===== src/rtl/fetch_sequencer_if.sv =====
// Handshake and status bundle between the fetch sequencer, instruction memory and decoder.
// The master modport is the sequencer's view; slave is the memory/decoder/environment side.
interface fetch_sequencer_if #(
  parameter int unsigned ADDR_W = 13
);
  logic              start;
  logic [ADDR_W+2:0] imem_rdata;
  logic              imem_ack;
  logic              pc_src;
  logic              imem_req;
  logic [ADDR_W-1:0] imem_addr;
  logic [2:0]        opcode;
  logic [ADDR_W-1:0] operand;
  logic              exec_en;
  logic              halted;
  logic [ADDR_W-1:0] pc;
  logic [15:0]       instr_count;

  modport master (
    input  start, imem_rdata, imem_ack, pc_src,
    output imem_req, imem_addr, opcode, operand, exec_en, halted, pc, instr_count
  );

  modport slave (
    output start, imem_rdata, imem_ack, pc_src,
    input  imem_req, imem_addr, opcode, operand, exec_en, halted, pc, instr_count
  );
endinterface


===== src/rtl/fetch_sequencer.sv =====
// Instruction fetch/sequencing stage: owns PC, IR and the executed-instruction counter,
// fetching over a req/ack port and strobing one EXEC cycle per instruction.
module fetch_sequencer #(
  parameter int unsigned            ADDR_W     = 13,
  parameter logic [ADDR_W-1:0]      START_ADDR = '0
) (
  input  logic               clk,
  input  logic               rst,
  fetch_sequencer_if.master  bus
);

  localparam int unsigned       IrW    = ADDR_W + 3;
  localparam logic [2:0]        OpHlt  = 3'b111;
  localparam logic [ADDR_W-1:0] PcOne  = ADDR_W'(1);
  localparam logic [15:0]       CntMax = 16'hFFFF;

  typedef enum logic [1:0] {StIdle, StFetch, StExec, StHalt} state_e;

  state_e            r_state;
  state_e            w_state_next;
  logic [ADDR_W-1:0] r_pc;
  logic [ADDR_W-1:0] w_pc_next;
  logic [IrW-1:0]    r_ir;
  logic [IrW-1:0]    w_ir_next;
  logic [15:0]       r_count;
  logic [15:0]       w_count_next;
  logic [2:0]        w_opcode;
  logic [ADDR_W-1:0] w_operand;

  assign w_opcode  = r_ir[IrW-1:IrW-3];
  assign w_operand = r_ir[ADDR_W-1:0];

  // State register
  always_ff @(posedge clk) begin
    if (rst) begin
      r_state <= StIdle;
    end else begin
      r_state <= w_state_next;
    end
  end

  // Next-state logic
  always_comb begin
    w_state_next = r_state;
    unique case (r_state)
      StIdle:  if (bus.start) w_state_next = StFetch;
      StFetch: if (bus.imem_ack) w_state_next = StExec;
      StExec:  w_state_next = (w_opcode == OpHlt) ? StHalt : StFetch;
      StHalt:  if (bus.start) w_state_next = StFetch;
      default: w_state_next = StIdle;
    endcase
  end

  // Datapath next values; each register only moves in the state that owns it
  always_comb begin
    w_pc_next    = r_pc;
    w_ir_next    = r_ir;
    w_count_next = r_count;
    unique case (r_state)
      StIdle, StHalt: begin
        if (bus.start) begin
          w_pc_next    = START_ADDR;
          w_count_next = '0;
        end
      end
      StFetch: begin
        if (bus.imem_ack) w_ir_next = bus.imem_rdata;
      end
      StExec: begin
        w_count_next = (r_count == CntMax) ? r_count : r_count + 16'd1;
        if ((w_opcode != OpHlt) && bus.pc_src) begin
          w_pc_next = w_operand;
        end else begin
          w_pc_next = r_pc + PcOne;
        end
      end
      default: ;
    endcase
  end

  always_ff @(posedge clk) begin
    if (rst) begin
      r_pc    <= '0;
      r_ir    <= '0;
      r_count <= '0;
    end else begin
      r_pc    <= w_pc_next;
      r_ir    <= w_ir_next;
      r_count <= w_count_next;
    end
  end

  // Moore outputs
  always_comb begin
    bus.imem_req    = 1'b0;
    bus.exec_en     = 1'b0;
    bus.halted      = 1'b0;
    bus.imem_addr   = r_pc;
    bus.pc          = r_pc;
    bus.opcode      = w_opcode;
    bus.operand     = w_operand;
    bus.instr_count = r_count;
    unique case (r_state)
      StFetch: bus.imem_req = 1'b1;
      StExec:  bus.exec_en  = 1'b1;
      StHalt:  bus.halted   = 1'b1;
      default: ;
    endcase
  end

endmodule


===== src/flat_wrapper.sv =====
// flat-port wrapper written by rule: the top's interface ports become plain ports
module fetch_sequencer_flat 
#(
  parameter int unsigned            ADDR_W     = 13,
  parameter logic [ADDR_W-1:0]      START_ADDR = '0
)
  (clk, rst, bus_start, bus_imem_rdata, bus_imem_ack, bus_pc_src, bus_imem_req, bus_imem_addr, bus_opcode, bus_operand, bus_exec_en, bus_halted, bus_pc, bus_instr_count);
  fetch_sequencer_if #(.ADDR_W(ADDR_W)) bus_i ();
  input  logic clk;
  input  logic rst;
  input wire logic [$bits(bus_i.start)-1:0] bus_start;
  input wire logic [$bits(bus_i.imem_rdata)-1:0] bus_imem_rdata;
  input wire logic [$bits(bus_i.imem_ack)-1:0] bus_imem_ack;
  input wire logic [$bits(bus_i.pc_src)-1:0] bus_pc_src;
  output wire logic [$bits(bus_i.imem_req)-1:0] bus_imem_req;
  output wire logic [$bits(bus_i.imem_addr)-1:0] bus_imem_addr;
  output wire logic [$bits(bus_i.opcode)-1:0] bus_opcode;
  output wire logic [$bits(bus_i.operand)-1:0] bus_operand;
  output wire logic [$bits(bus_i.exec_en)-1:0] bus_exec_en;
  output wire logic [$bits(bus_i.halted)-1:0] bus_halted;
  output wire logic [$bits(bus_i.pc)-1:0] bus_pc;
  output wire logic [$bits(bus_i.instr_count)-1:0] bus_instr_count;
  assign bus_i.start = bus_start;
  assign bus_i.imem_rdata = bus_imem_rdata;
  assign bus_i.imem_ack = bus_imem_ack;
  assign bus_i.pc_src = bus_pc_src;
  assign bus_imem_req = bus_i.imem_req;
  assign bus_imem_addr = bus_i.imem_addr;
  assign bus_opcode = bus_i.opcode;
  assign bus_operand = bus_i.operand;
  assign bus_exec_en = bus_i.exec_en;
  assign bus_halted = bus_i.halted;
  assign bus_pc = bus_i.pc;
  assign bus_instr_count = bus_i.instr_count;
  fetch_sequencer #(.ADDR_W(ADDR_W), .START_ADDR(START_ADDR)) u_core (.clk(clk), .rst(rst), .bus(bus_i));
endmodule

===== config.mk =====
export PLATFORM = sky130hd
export DESIGN_NAME = fetch_sequencer_flat
export DESIGN_NICKNAME = d
export VERILOG_FILES = /design/src/rtl/fetch_sequencer_if.sv /design/src/rtl/fetch_sequencer.sv /design/src/flat_wrapper.sv
export SDC_FILE = /design/constraint.sdc
export NUM_CORES = 1
export LEC_CHECK = 0
export CORE_ASPECT_RATIO = 2
export CORE_MARGIN = 1.5
export CORE_UTILIZATION = 50
export CTS_CLUSTER_DIAMETER = 120
export DETAILED_ROUTE_END_ITERATION = 16
export MAX_ROUTING_LAYER = met4
export PLACE_DENSITY = 0.85
export SYNTH_ARGS = -nofsm -noshare
export SYNTH_HDL_FRONTEND = slang
export SYNTH_SLANG_ARGS = --single-unit

===== constraint.sdc =====
create_clock -name clk -period 3.5 [get_ports clk]
set_clock_uncertainty 0.1 [all_clocks]
set_input_delay 0.525 -clock clk [delete_from_list [all_inputs] [get_ports clk]]
set_output_delay 0.525 -clock clk [all_outputs]
set_load 0.02 [all_outputs]

* After elaboration in Yosys (flattened, before gate mapping)
Index checks and enable logic that the tools add are counted.
Word-level totals: word-level logic and storage cells 36, register bits 47, output and inout bits 61, bits of input ports 21
Cells by class: reductions and logical operators 8, eq/ne operators 9, add/subtract/negate cells 2, muxes and demuxes 13
Operators with widths (count):
- 2-to-1 mux 16 bit | 2
- one-hot mux 16 bit (2 select lines) | 1
- 2-to-1 mux 13 bit | 2
- one-hot mux 13 bit (2 select lines) | 1
- adder 16 x 1 -> 16 bit, second input constant | 1
- == test 16 bit, second input constant | 1
- adder 13 x 1 -> 13 bit, second input constant | 1
- 2-to-1 mux 2 bit | 3
- one-hot mux 2 bit (3 select lines) | 1
- AND reduction 2 bit | 3
- == test 2 bit, second input constant | 2
- != test 2 bit, second input constant | 2
- == test 3 bit, second input constant | 1
- 2-to-1 mux 1 bit | 3
- != test 3 bit, second input constant | 1
- AND reduction 3 bit | 1
- == test 2 x 1 -> 1 bit, second input constant | 1
- zero test 2 bit | 1
- != test 2 x 1 -> 1 bit, second input constant | 1
- nonzero test 2 bit | 1
- OR reduction 2 bit | 1
- logical AND 1 bit | 1

* Logic depth before layout (Yosys ltp)
depth after elaboration 4, mapped depth 8, depth with buffers taken out 6

* Least setup slack after synthesis
OpenSTA, ideal clock, no wires.
kind reg-to-reg, from register u_core.r_state[0], to register u_core.r_count[10] (netlist: u_core.bus.instr_count[10]), cell stages (with the launch flop) 8, path slack 1.473 ns, arrival time 1.855 ns, library setup time 0.072 ns, cells stage by stage dfxtp_1 inv_1 ha_1 buf_2 mux2i_1 or4_1 a21oi_2 mux2i_1
Between the ends: cells in the longest elaborated chain, start to end 4, elaborated cells on any way between the ends 9
RTL lines:
- from (decl) | RTL line fetch_sequencer.sv:19 | state_e r_state;
- from (signal assigned) | RTL line fetch_sequencer.sv:36 | r_state <= StIdle;
- from (signal assigned) | RTL line fetch_sequencer.sv:38 | r_state <= w_state_next;
- == test 2 bit or zero test 2 bit (tied branches) | RTL line fetch_sequencer.sv:59 | unique case (r_state)
- OR reduction 2 bit (no line)
- != test 2 x 1 -> 1 bit (no line) or nonzero test 2 bit (tied branches)
- AND reduction 3 bit (no line)
- to (signal assigned) | RTL line fetch_sequencer.sv:89 | r_count <= w_count_next;
- to (decl) | RTL line fetch_sequencer.sv:25 | logic [15:0] r_count;
Parallel ways exist; a longest one is shown, timed or not. A chain may end at the register's enable or synchronous reset.

* Worst setup path in the final report
from register u_core.r_state[1], to output port bus_exec_en
Between the ends: cells in the longest elaborated chain, start to end 2
RTL lines:
- == test 2 bit | RTL line fetch_sequencer.sv:103 | unique case (r_state)
- 2-to-1 mux 1 bit | RTL line fetch_sequencer.sv:103
- to (decl) | RTL line flat_wrapper.sv:19 | output wire logic [$bits(bus_i.exec_en)-1:0] bus_exec_en;
No other way between the ends.

==> results.md <==
Run status:
- The flow ran to the end, and the final reports show no timing, DRC or antenna violations.

Detailed routing:
- The count of nets left with antenna violations once routing finished came out at 0.
- The average vias per placed instance is 6.10.
- The final layout contains routed wiring with a total length of 6840 um.
- The residual DRC count is 0.
- Dividing the detail-routed wire length by the instance count gives 15.6 um.
- The detailed-route via count is 2671.
- The number of DRC markers in iteration 0 is 81.
- The first detailed-routing pass ran for 5 iterations.

Power and ir drop:
- VDD sags by at most 0.351 mV.
- The sequential fraction of design power is 41.4%.
- The power per cell area is 450 mW/mm^2.
- The switching share of total power is 38.2%.
- Internal power comes to 0.936 mW.
- In this run the static leakage power is 1.08 nW.
- The combinational fraction of design power is 38.5%.
- The analysis attributes to net switching a power of 0.579 mW.
- The relative contribution of the clock network to total power is 20.2%.
- The sum of internal, switching and leakage power is 1.51 mW.

Hold path:
- For hold timing, the worst endpoint is u_core.r_ir[6].
- The worst hold path was traced through 2 stages.
- The source of the worst hold timing path is u_core.r_ir[6].
- In this run the worst hold path is classified as reg2reg.

Global routing:
- The number of global-route vias before repair was 2511.
- Global routing used 26.8% of the available tracks across all layers.
- For this run the aggregate overflow at the end of global routing stands at 0.
- Entering global routing, the biggest net connects 23 pins.
- The initial antenna violation count is 0.
- The first global-routing pass estimated 11400 um of wire.

Yosys:
- Counting flops with an async set or reset pin after synthesis yields a share of 0%.
- The most used flip-flop cell after synthesis is sky130_fd_sc_hd__dfxtp_1.
- The portion of synthesized cell area occupied by the leading cell type is 36.6%.
- After synthesis, the netlist uses 46 different library cells.
- Counting flops with a built-in enable in the synthesized netlist gives 0.
- The number of warnings printed during yosys synthesis is 0.
- The cell count after synthesis is 322.
- The number of nets in the synthesized netlist is 348.
- Counting flops and latches in the post-synthesis netlist gives 47.
- The sequential cell area fraction in the yosys report is 36.6%.
- The mean post-synth cell area is 7.99 um^2.
- By area the synthesized netlist is led by sky130_fd_sc_hd__dfxtp_1 (37%), sky130_fd_sc_hd__nand2_1 (8.3%), sky130_fd_sc_hd__a21oi_1 (7.8%).
- The biggest area consumer among synthesized cells is sky130_fd_sc_hd__dfxtp_1.
- In this run the cell area of the synthesized design comes to 0.00257 mm^2.

Die:
- The die covers 0.00561 mm^2.
- 82 I/O pins were placed.
- The die is 104 um tall.
- The floorplan has 36 rows.
- The area inside the core boundary is 0.00491 mm^2.
- The effective utilization at floorplan is 52.4%.
- The die extent in x is 53.7 um.

Setup path:
- By startpoint and endpoint, the worst setup path is classified as reg2out.
- The type of destination of the critical path is a primary output.
- The register-to-register setup slack is 1.15 ns.
- The worst reg2reg path endpoint is u_core.bus.instr_count[3].
- Along the worst path, the maximum fanout reaches 10.
- The signal arrival time at the worst endpoint is 1.72 ns.
- The origin of the critical flop-to-flop path is u_core.r_state[0].
- At the worst endpoint, the required time is 2.87 ns.
- The kind of launch point of the worst setup path is a flop.
- The worst register-to-register path has a depth of 6.

Job:
- The max-capacitance violation count is 0.

Timing:
- Derived from the worst setup path, the maximum achievable clock frequency is 0.426 GHz.
- The share of the clock period used by the worst path after layout is 67.1%.
- The final number of hold-violating endpoints was 0.
- The number of max-slew violations in the final report was 0.
- For the pin with the worst max-slew slack, the measured transition is 0.786 ns.
- Setup repair after global routing left no endpoint under its margin.
- The final number of setup-violating endpoints is 0.
- Setup total negative slack on the finished layout was measured at 0 ns.
- The clock period could shrink to 2.35 ns.
- The worst slew margin relative to its limit is 47.4%.

Clocking:
- The clock passes through at most 2 buffers.
- The CTS buffer count is 5.
- The tree built by TritonCTS fans out to 47 sinks.
- The clock tree from TritonCTS is built.
- The post-CTS setup repair buffer count is 0.
- After clock tree synthesis, the clock-pin slew on the worst setup and hold paths is 0.08 ns.
- The tree is rooted in a sky130_fd_sc_hd__clkbuf_8.
- At the later pin of the worst-skew pair, clock insertion delay measures 0.30 ns.
- In this run, post-CTS hold repair placed 0 buffers.
- The H-tree depth is 2.
- The post-CTS resize count is 0.

Placement:
- The number of port buffers is 81.
- Detailed placement ended at an HPWL of 5070 um.
- Summing all placed instances gives a cell area of 0.00329 mm^2.
- The global placer's final weighted congestion is 0.815.

Cells and area:
- The repair_antennas step left the layout with diodes totalling 0.
- The finished layout cell area is 0.00337 mm^2.
- The synthesis-to-finish area growth is 30.9%.
- In the final design database the tool counted 408 nets.
- The share of layout cells above drive strength 1 is 2.89%.
- After filler insertion, the fill cell instance count of the layout stands at 425.
how the worst max path moves through the flow:
| stage | endpoint | slack [ns] | from |
|---|---|---|---|
| 2_1_floorplan | u_core.bus.instr_count[10] | 1.47 | u_core.r_state[0] |
| 3_3_place_gp | u_core.bus.imem_addr[4] | 1.02 | bus_start |
| 3_5_place_dp | u_core.bus.imem_addr[5] | 0.97 | bus_start |
| 4_1_cts | bus_exec_en | 1.14 | u_core.r_state[1] |
| 5_1_grt | u_core.bus.instr_count[3] | 0.98 | u_core.r_state[0] |
| 6_report | bus_exec_en | 1.15 | u_core.r_state[1] |
per-layer routing:
layer  share of wire (%)  global-route usage, %  vias up  wire (um)
met3                 4.2                   4.02       20        289
met5                   0                      -        -          0
li1                    -                      -     1291          -
met2                  56                   47.6      100       3820
met1                  37                   27.7     1260       2560
met4                 2.5                   10.4        0        169
cell usage after synthesis (all sizes together), types with 3 or more instances:
cell type	instances
and4	4
xnor2	4
o31a	4
a31oi	5
a32oi	4
o31ai	3
and3	9
mux2i	8
buf	18
nor2	6
nand4	9
dfxtp	47
or4	4
ha	5
nand2b	3
inv	9
o22ai	6
clkbuf	12
and2	4
nand3	11
a21oi	41
nor4	5
nand2	57
nor3	3
or3	9
o21ai	10
cell type report:
class | instances | area (um^2) | share of cell area [%]
Clock buffer | 6 | 72.6 | 2.16
Sequential cell | 47 | 941 | 28.0
Tap cell | 57 | 71.3 | 2.12
Timing Repair Buffer | 83 | 826 | 24.5
Multi-Input combinational cell | 236 | 1420 | 42.2
Inverter | 9 | 33.8 | 1.00
through the flow:
step	setup slack (ns)	std cells	hold WS [ns]	util [%]
final	1.15	438	0.379	68.6
after global routing	0.981	438	0.407	68.6
after CTS	1.14	438	0.385	68.6
after detailed placement	0.974	432	0.370	67.1
after global placement	1.02	432	0.359	67.1
after floorplan	1.47	322	0.423	-
power groups by stage:
| stage | Sequential (mW) | Clock (mW) | Combinational, mW |
|---|---|---|---|
| after floorplan | 0.667 | 0 | 0.347 |
| after global placement | 0.637 | 0 | 0.561 |
| after detailed placement | 0.638 | 0 | 0.577 |
| after CTS | 0.626 | 0.312 | 0.580 |
| after global routing | 0.633 | 0.334 | 0.634 |
| final | 0.627 | 0.305 | 0.583 |
cell usage in the layout (no fill, tap or decap), types with 8 or more instances in the layout:
cell type and n:
sky130_fd_sc_hd__and3_1 9, sky130_fd_sc_hd__mux2i_1 8, sky130_fd_sc_hd__nand3_1 10, sky130_fd_sc_hd__nand4_1 9
sky130_fd_sc_hd__clkdlybuf4s50_1 81, sky130_fd_sc_hd__inv_1 9, sky130_fd_sc_hd__or3_1 9, sky130_fd_sc_hd__o21ai_0 8
sky130_fd_sc_hd__dfxtp_1 47, sky130_fd_sc_hd__a21oi_1 40, sky130_fd_sc_hd__nand2_1 57
worst max-delay path, stage by stage, from the launching register on:
cell	delay, ns
sky130_fd_sc_hd__dfxtp_1	0.39
sky130_fd_sc_hd__ha_1	0.36
sky130_fd_sc_hd__clkdlybuf4s50_1	0.67
logic make-up after synthesis:
logic type / share of synthesized area, %
XOR/XNOR: 1.36
flip-flops: 36.6
multiplexers: 3.55
adder cells (fa/ha/maj): 2.43
buffers and inverters: 8.13
AO/OA/AOI/OAI: 22.6
AND/OR/NAND/NOR: 25.4
registers in the layout (all words and copies together), names as in the netlist:
register / flops
u_core.r_state: 2
u_core.bus.imem_addr: 13
u_core.bus.instr_count: 16
u_core.r_ir: 16
Power figures use the tool's default switching activity.
